### src/rtl/seg7_pkg.sv
// Shared types and active-high segment patterns for the two-digit scan driver.
// Bit order is seg[0]=a .. seg[6]=g.
package seg7_pkg;

  typedef enum logic [1:0] {
    IDLE  = 2'd0,
    DIG_U = 2'd1,
    DIG_T = 2'd2
  } state_e;

  localparam logic [6:0] SEG_0    = 7'h3F;
  localparam logic [6:0] SEG_1    = 7'h06;
  localparam logic [6:0] SEG_2    = 7'h5B;
  localparam logic [6:0] SEG_3    = 7'h4F;
  localparam logic [6:0] SEG_4    = 7'h66;
  localparam logic [6:0] SEG_5    = 7'h6D;
  localparam logic [6:0] SEG_6    = 7'h7D;
  localparam logic [6:0] SEG_7    = 7'h07;
  localparam logic [6:0] SEG_8    = 7'h7F;
  localparam logic [6:0] SEG_9    = 7'h6F;
  localparam logic [6:0] SEG_DASH = 7'h40;

endpackage

### src/rtl/bcd_to_seg7.sv
// Combinational BCD to active-high 7-segment decoder; non-BCD codes show a dash.
module bcd_to_seg7
  import seg7_pkg::*;
(
  input  logic [3:0] bcd_i,
  output logic [6:0] seg_o
);

  always_comb begin
    seg_o = SEG_DASH;
    case (bcd_i)
      4'd0:    seg_o = SEG_0;
      4'd1:    seg_o = SEG_1;
      4'd2:    seg_o = SEG_2;
      4'd3:    seg_o = SEG_3;
      4'd4:    seg_o = SEG_4;
      4'd5:    seg_o = SEG_5;
      4'd6:    seg_o = SEG_6;
      4'd7:    seg_o = SEG_7;
      4'd8:    seg_o = SEG_8;
      4'd9:    seg_o = SEG_9;
      default: seg_o = SEG_DASH;
    endcase
  end

endmodule

### src/rtl/seg7_scan_driver.sv
// Two-digit multiplexed 7-segment driver: time-slices units/tens with a dead-time
// cycle per slot and strobes frame_pulse once per completed units+tens scan.
module seg7_scan_driver
  import seg7_pkg::*;
#(
  parameter int unsigned CLK_DIV    = 50000,
  parameter bit          ACTIVE_LOW = 1'b1,
  parameter bit          BLANK_LZ   = 1'b1
) (
  input  logic       clk,
  input  logic       rst_n,
  input  logic       en,
  input  logic [3:0] units,
  input  logic [3:0] tens,
  output logic [6:0] seg,
  output logic [1:0] an,
  output logic       frame_pulse
);

  localparam int unsigned   PW      = $clog2(CLK_DIV);
  localparam logic [PW-1:0] PMAX    = PW'(CLK_DIV - 1);
  localparam logic [6:0]    SEG_OFF = ACTIVE_LOW ? 7'h7F : 7'h00;
  localparam logic [1:0]    AN_OFF  = ACTIVE_LOW ? 2'b11 : 2'b00;

  state_e          state_q, state_d;
  logic [PW-1:0]   presc_q, presc_d;
  logic [3:0]      sh_units_q, sh_tens_q;
  logic            tick, capture, blank_t;
  logic [3:0]      dec_sel;
  logic [6:0]      dec_seg;
  logic [6:0]      seg_act;
  logic [1:0]      an_act;
  logic            frame_d;
  logic [6:0]      seg_q;
  logic [1:0]      an_q;
  logic            frame_q;

  always_comb begin
    tick = (state_q != IDLE) && (presc_q == PMAX);

    state_d = state_q;
    if (!en) begin
      state_d = IDLE;
    end else begin
      case (state_q)
        IDLE:    state_d = DIG_U;
        DIG_U:   if (tick) state_d = DIG_T;
        DIG_T:   if (tick) state_d = DIG_U;
        default: state_d = IDLE;
      endcase
    end

    // Every slot starts at prescaler 0 so the dead-time cycle lines up with it.
    if ((state_q == IDLE) || (state_d != state_q) || (presc_q == PMAX))
      presc_d = '0;
    else
      presc_d = presc_q + 1'b1;

    capture = (state_d == DIG_U) && (state_q != DIG_U);
    frame_d = (state_q == DIG_T) && (state_d == DIG_U);
  end

  assign dec_sel = (state_q == DIG_T) ? sh_tens_q : sh_units_q;

  bcd_to_seg7 u_dec (
    .bcd_i (dec_sel),
    .seg_o (dec_seg)
  );

  always_comb begin
    blank_t = BLANK_LZ && (sh_tens_q == 4'd0);
    seg_act = 7'h00;
    an_act  = 2'b00;
    case (state_q)
      DIG_U: begin
        seg_act = dec_seg;
        an_act  = (presc_q == '0) ? 2'b00 : 2'b01;
      end
      DIG_T: begin
        if (!blank_t) begin
          seg_act = dec_seg;
          an_act  = (presc_q == '0) ? 2'b00 : 2'b10;
        end
      end
      default: begin
        seg_act = 7'h00;
        an_act  = 2'b00;
      end
    endcase
  end

  always_ff @(posedge clk or negedge rst_n) begin
    if (!rst_n) begin
      state_q    <= IDLE;
      presc_q    <= '0;
      sh_units_q <= 4'd0;
      sh_tens_q  <= 4'd0;
      seg_q      <= SEG_OFF;
      an_q       <= AN_OFF;
      frame_q    <= 1'b0;
    end else begin
      state_q <= state_d;
      presc_q <= presc_d;
      if (capture) begin
        sh_units_q <= units;
        sh_tens_q  <= tens;
      end
      // Polarity is applied only here; everything upstream is active-high.
      seg_q   <= ACTIVE_LOW ? ~seg_act : seg_act;
      an_q    <= ACTIVE_LOW ? ~an_act  : an_act;
      frame_q <= frame_d;
    end
  end

  assign seg         = seg_q;
  assign an          = an_q;
  assign frame_pulse = frame_q;

endmodule

### config.mk
export PLATFORM = sky130hd
export DESIGN_NAME = seg7_scan_driver
export DESIGN_NICKNAME = d
export VERILOG_FILES = /design/src/rtl/seg7_pkg.sv /design/src/rtl/bcd_to_seg7.sv /design/src/rtl/seg7_scan_driver.sv
export SDC_FILE = /design/constraint.sdc
export NUM_CORES = 1
export LEC_CHECK = 0
export ABC_AREA = 1
export CORE_MARGIN = 8
export CORE_UTILIZATION = 50
export CTS_BUF_LIST = sky130_fd_sc_hd__clkbuf_16
export CTS_CLUSTER_DIAMETER = 60
export CTS_CLUSTER_SIZE = 30
export DETAILED_ROUTE_END_ITERATION = 16
export PLACE_DENSITY = 0.81
export SETUP_SLACK_MARGIN = 0.4
export SYNTH_ARGS = -nofsm -noshare
export SYNTH_HDL_FRONTEND = slang
export SYNTH_SLANG_ARGS = --single-unit
export TNS_END_PERCENT = 50
### constraint.sdc
create_clock -name clk -period 2.2 [get_ports clk]
set_clock_uncertainty 0.2 [all_clocks]
set_input_delay 0.33 -clock clk [delete_from_list [all_inputs] [get_ports clk]]
set_output_delay 0.33 -clock clk [all_outputs]
set_load 0.01 [all_outputs]
; After elaboration in Yosys (flattened, before gate mapping)
; Memory sizes are Yosys's and may differ from the RTL's.
; Index checks and enable logic that the tools add are counted.
; Widths: inputs -> output; s select.
[totals]
register_bits = 36
inputBits = 11
mem_count = 1
rom_bits = 112
[classes]
n_eq_ne = 6
n_bitwise = 2
n_addsub = 1
n_mux = 12
n_reduce_logical = 9
[memory_table]
columns = memory, depth, word_bits, rd, rd_clocked_by_memory_dff, wr, line_no
row1 = (no name shown), 16, 7, 1, 0, 0, bcd_to_seg7.sv:11  ; case (bcd_i)
[op_table]
columns = operator, n
row1 = $add 16x1->16 const B, 1
row2 = $eq 16x16->1 const B, 1
row3 = $logic_not 16->1, 1
row4 = $mux 16, 1
row5 = $pmux 7 s2, 1
row6 = $mux 2, 5
row7 = $mux 7, 1
row8 = $not 7->7, 1
row9 = $pmux 2 s3, 1
row10 = $eq 2x1->1 const B, 2
row11 = $logic_not 4->1, 1
row12 = $mux 4, 1
row13 = $pmux 2 s2, 1
row14 = $logic_and 1x1->1, 3
row15 = $eq 2x2->1 const B, 1
row16 = $logic_not 2->1, 1
row17 = $logic_or 1x1->1, 2
row18 = $ne 2x1->1 const B, 1
row19 = $ne 2x2->1, 1
row20 = $not 2->2, 1
row21 = $reduce_bool 2->1, 1
row22 = $mux 1, 1

; Depth between registers and ports, before layout
[depth]
ltp_word = 9
depth_mapped = 12
depth_no_buf = 11

; Hierarchy
; A second synthesis with hierarchy kept.
[unflattened]
hier_cells = 253
hier_area_um2 = 2023.2
[modules_own_cells]
columns = mod, seq_area_each_um2, cells_per_inst, n_inst, area_per_inst_um2
row1 = seg7_scan_driver, 912.1, 217, 1, 1830.5
row2 = bcd_to_seg7, 0.0, 36, 1, 192.7

; Least setup slack after synthesis
; No wires, ideal clock.
[synth_timing]
kind = register to register
startpoint = register state_q[0]
endpoint = register seg_q[6] (netlist: seg[6])
t_required_ns = 1.920
path_buffers = 0
path_stages_with_launch = 11
path_slack_ns = -0.087
arrival_ns = 2.007
setup_time_ns = 0.080
path_cell_list = dfrtp_1 > inv_1 > ha_1 > inv_2 > or2_2 > o21ai_0 > inv_1 > ha_1 > or2_2 > o211ai_1 > nand2_1
[synth_via]
elab_chain_len = 6
elab_cells_between_ends = 7
cone_classes = 2 x eq/ne / 3 x mux / 1 x bitwise / 1 x memory
[synth_rtl]
columns = element, line_no
row1 = "start, declared", seg7_scan_driver.sv:25  ; state_e state_q, state_d;
row2 = "start signal, assigned", seg7_scan_driver.sv:102  ; state_q <= state_d;
row3 = $eq 2x2->1, "seg7_scan_driver.sv:63, seg7_scan_driver.sv:74"
row4 = $mux 4, seg7_scan_driver.sv:63  ; assign dec_sel = (state_q == DIG_T) ? sh_tens_q : sh_units_q;
row5 = $mem_v2 16x7, -
row6 = $mux 7, seg7_scan_driver.sv:80  ; if (!blank_t) begin
row7 = $pmux 7 s2 *, seg7_scan_driver.sv:74  ; case (state_q)
row8 = $not 7->7 *, seg7_scan_driver.sv:109  ; seg_q <= ACTIVE_LOW ? ~seg_act : seg_act;
row9 = "end signal, assigned", seg7_scan_driver.sv:109
row10 = "end, declared", seg7_scan_driver.sv:34  ; logic [6:0] seg_q;
; Every way passes the cells marked *; elsewhere a longest branch is shown, timed or not.
; A chain may end at the register's enable or synchronous reset.

; Worst setup path in the final report
[layout_timing]
startpoint = register presc_q[5]
endpoint = register presc_q[13]
[layout_via]
elab_chain_len = 9
elab_cells_between_ends = 11
cone_classes = 1 x add/sub / 2 x eq/ne / 5 x mux / 3 x reduce/logical
[layout_rtl]
columns = element, line_no
row1 = "start, declared", seg7_scan_driver.sv:26  ; logic [PW-1:0] presc_q, presc_d;
row2 = "start signal, assigned", seg7_scan_driver.sv:103  ; presc_q <= presc_d;
row3 = $eq 16x16->1, "seg7_scan_driver.sv:39, seg7_scan_driver.sv:54"
row4 = $logic_and 1x1->1, seg7_scan_driver.sv:39  ; tick = (state_q != IDLE) && (presc_q == PMAX);
row5 = $mux 2 (on tied branches), "seg7_scan_driver.sv:48, seg7_scan_driver.sv:47"
row6 = $pmux 2 s3, seg7_scan_driver.sv:45  ; case (state_q)
row7 = $mux 2, seg7_scan_driver.sv:42  ; if (!en) begin
row8 = $ne 2x2->1, seg7_scan_driver.sv:54  ; if ((state_q == IDLE) || (state_d != state_q) || (presc_q == PMAX))
row9 = $logic_or 1x1->1 (2 in a row), seg7_scan_driver.sv:54
row10 = $mux 16 *, seg7_scan_driver.sv:54
row11 = via presc_d[13], seg7_scan_driver.sv:26
; The timed path passes the listed nets; every way through them passes the cells marked *.

==> out/results.ini <==
[power]
p_sw_share_pct=26.84
clkPwrFrac_pct=40.8
p_int_mw=1.356
power_density_nw_per_um2=588.4
leakage_nw=1.341
p_comb_share_pct=19.5
ir_worst_vdd_mv=0.6030
p_switching_mw=0.4974
sequentialPowerShare_pct=39.7

[synth]
yosysWarnings=0
synth_flop_cell=dfrtp_1
syn_nets=250
synth_edf_count=0
synth-simple-area-share_pct=29.24
synthAdderAreaFrac_pct=6.962
synthMuxAreaShare_pct=0.5063
synth.largest_area_cell=dfrtp_1
synth.most_common_cell=nand2_1
synth_compound_area_share_pct=5.190
syn_avg_cell_area_um2=8.671
async_flop_share_pct=100.0
synth_top_area_share_pct=34.18
synth_top_cells_by_count=nand2_1 (46), dfrtp_1 (27), nor2_1 (26)
synthCells=228
yosysSeqAreaShare_pct=46.14
netlist_area_um2=1977
synth-xor-area-share_pct=5.759
synth_seq_cells=36
synth.area.top_cells=dfrtp_1 (34%), dfstp_2 (12%), nand2_1 (8.7%)
ys_types=34
synth_top_family_by_area=simple AND/OR/NAND/NOR gates

[die]
rows=23
ioPinCount=21
initial_core_util_pct=50.51
die_width_um=78.88
die_area_um2=6222
chipHeight_um=78.88
coreArea_um2=3914

[worst_setup_path]
worstSetupEndpoint=presc_q[13]$_DFF_PN0_
crit_start=presc_q[5]$_DFF_PN0_
reg2regPathDepth=5
r2r_slack_ns=0.17
max_stage_delay_ns=0.51
path_cells=inv_1, nor4_1, nand3_1, xor2_1, nor2_2
worstPathArrival_ns=2.00
worstPathRequired_ns=2.16
regToRegEndpoint=presc_q[13]$_DFF_PN0_
end_kind=register
critPathSlowestCell=nor4_1
critical_path_class=register to register
r2r_start=presc_q[5]$_DFF_PN0_
startpoint_type=register
cp_max_fo=4

[routing]
avgViaCountPerCell=5.825
initialDrtViolationCount=188
first_pass_iters=4
wirelength_um=7015
drc=0
vias=1998
wl_per_cell_um=20.45
ant_nets=0

[timing]
finalSetupTns_ns=0
maxSlewHeadroom_pct=67.01
setup_slack_ns=0.1694
rsz0062_at_grt=true
hold_viol_final=0
max_freq_mhz=492.5
hold_slack_ns=0.2620
setup_viol=0
worst_pin_slew_ns=0.4904
min_period_over_period_pct=92.30
maxSlewViolCount=0
period_minus_slack_ns=2.031

[grt]
grtUsageTotal_pct=16.34
grt_pass1_vias=1774
antenna_found_initial=0
grt_max_degree=37
overflow=0
grt_pass1_wl_um=8128

[clocking]
tritoncts=built
cts_buffers=5
cts_max_path_buffers=2
clk_latency_ns=0.29
cts_max_level=2
path_clk_slew_ns=0.05
cts-root-buf=clkbuf_16
cts.sinks=36

[place]
numPortBuffers=20
gp_congestion=0.8568
pre_cts_ws_ns=0.1201
post-dp-hpwl_um=2800

[status]
outcome=completed

[layout]
num-fill-cells=206
n_antenna_cell=0
syn_to_final_growth_pct=59.30
drive_above_1_share_pct=49.83
layout.nets=314
regArea_um2=917.1
final_util_pct=80.47
multi_input_area_um2=1370

[run]
drv_cap=0

[worst_hold_path]
hold_path_class=primary input to async pin

[cell type report]
type | count | area share, %
Clock buffer | 6 | 4.768
Clock inverter | 2 | 0.2781
Inverter | 27 | 3.615
Multi-Input combinational cell | 163 | 43.50
Sequential cell | 36 | 29.12
Tap cell | 50 | 1.986
Timing Repair Buffer | 59 | 16.73
[worst min-delay path by stage]
stage,end,slack (ns)
finish,presc_q[13]$_DFF_PN0_,0.26
global route,presc_q[12]$_DFF_PN0_,0.31
CTS,sh_units_q[2]$_DFFE_PN0P_,0.28
detailed placement,presc_q[0]$_DFF_PN0_,0.28
global placement,presc_q[0]$_DFF_PN0_,0.26
floorplan,frame_pulse$_DFF_PN0_,-0.17
[registers in the layout, summed over array words and instances, names as in the netlist]
signal	cells
sh_tens_q	4
an	2
sh_units_q	4
frame_pulse	1
seg	7
presc_q	16
state_q	2
[per-stage QoR]
stage                     instance area, um^2  power [mW]  std cells
after floorplan                          2032      0.8553        228
after global placement                   2303      0.9318        299
after detailed placement                 2303      0.9401        299
after CTS                                2696       1.722        325
after global routing                     3149       1.928        343
final                                    3149       1.853        343
[layer usage]
layer  vias up  routed length, um  GRT usage, %
met1       971               2631         18.62
li1        867                  -             -
met4         0                401         10.37
met5         -                  0             0
met3        36                539         4.402
met2       124               3443         26.68
[kinds of logic after synthesis]
family          after synthesis
compound gates               17
xor+xnor                     13
fa+ha+maj                    11
buf+inv                      30
flops                        36
mux                           1
simple gates                120
[cells in the final DEF (no fill, tap or decap), types with 5 or more instances in the layout]
master           instances
inv_2                    5
nor2_4                  12
clkdlybuf4s50_1         20
dfrtp_1                 23
inv_1                   18
buf_4                   30
nand2_1                 31
nor2_1                  12
buf_6                    9
clkbuf_16                6
nor2_2                  14
nand2_2                 17
dfstp_2                  9
nand4_1                 10
ha_4                     8
xor2_1                   9
[power by group through the flow]
stage / combinational, mW / clock (mW) / sequential (mW)
6_report: 0.361 / 0.756 / 0.736
5_1_grt: 0.384 / 0.804 / 0.740
4_1_cts: 0.241 / 0.753 / 0.728
3_5_place_dp: 0.201 / 0 / 0.739
3_3_place_gp: 0.195 / 0 / 0.737
2_1_floorplan: 0.115 / 0 / 0.740
[critical path: cells and delay by family, from the launching register on]
| family | cells | cell delay [ns] |
|---|---|---|
| xor+xnor | 1 | 0.27 |
| flops | 1 | 0.44 |
| simple gates | 3 | 0.84 |
| buf+inv | 1 | 0.17 |
[timing repair]
item	4_1_cts	5_1_grt
resized for setup	22	82
setup endpoints to repair	41	41
hold endpoints to repair	0	0
hold buffers	0	0
cloned	1	1
pin swaps	8	26
setup buffers	17	17
No activity file was read; power rests on OpenSTA's default activity.
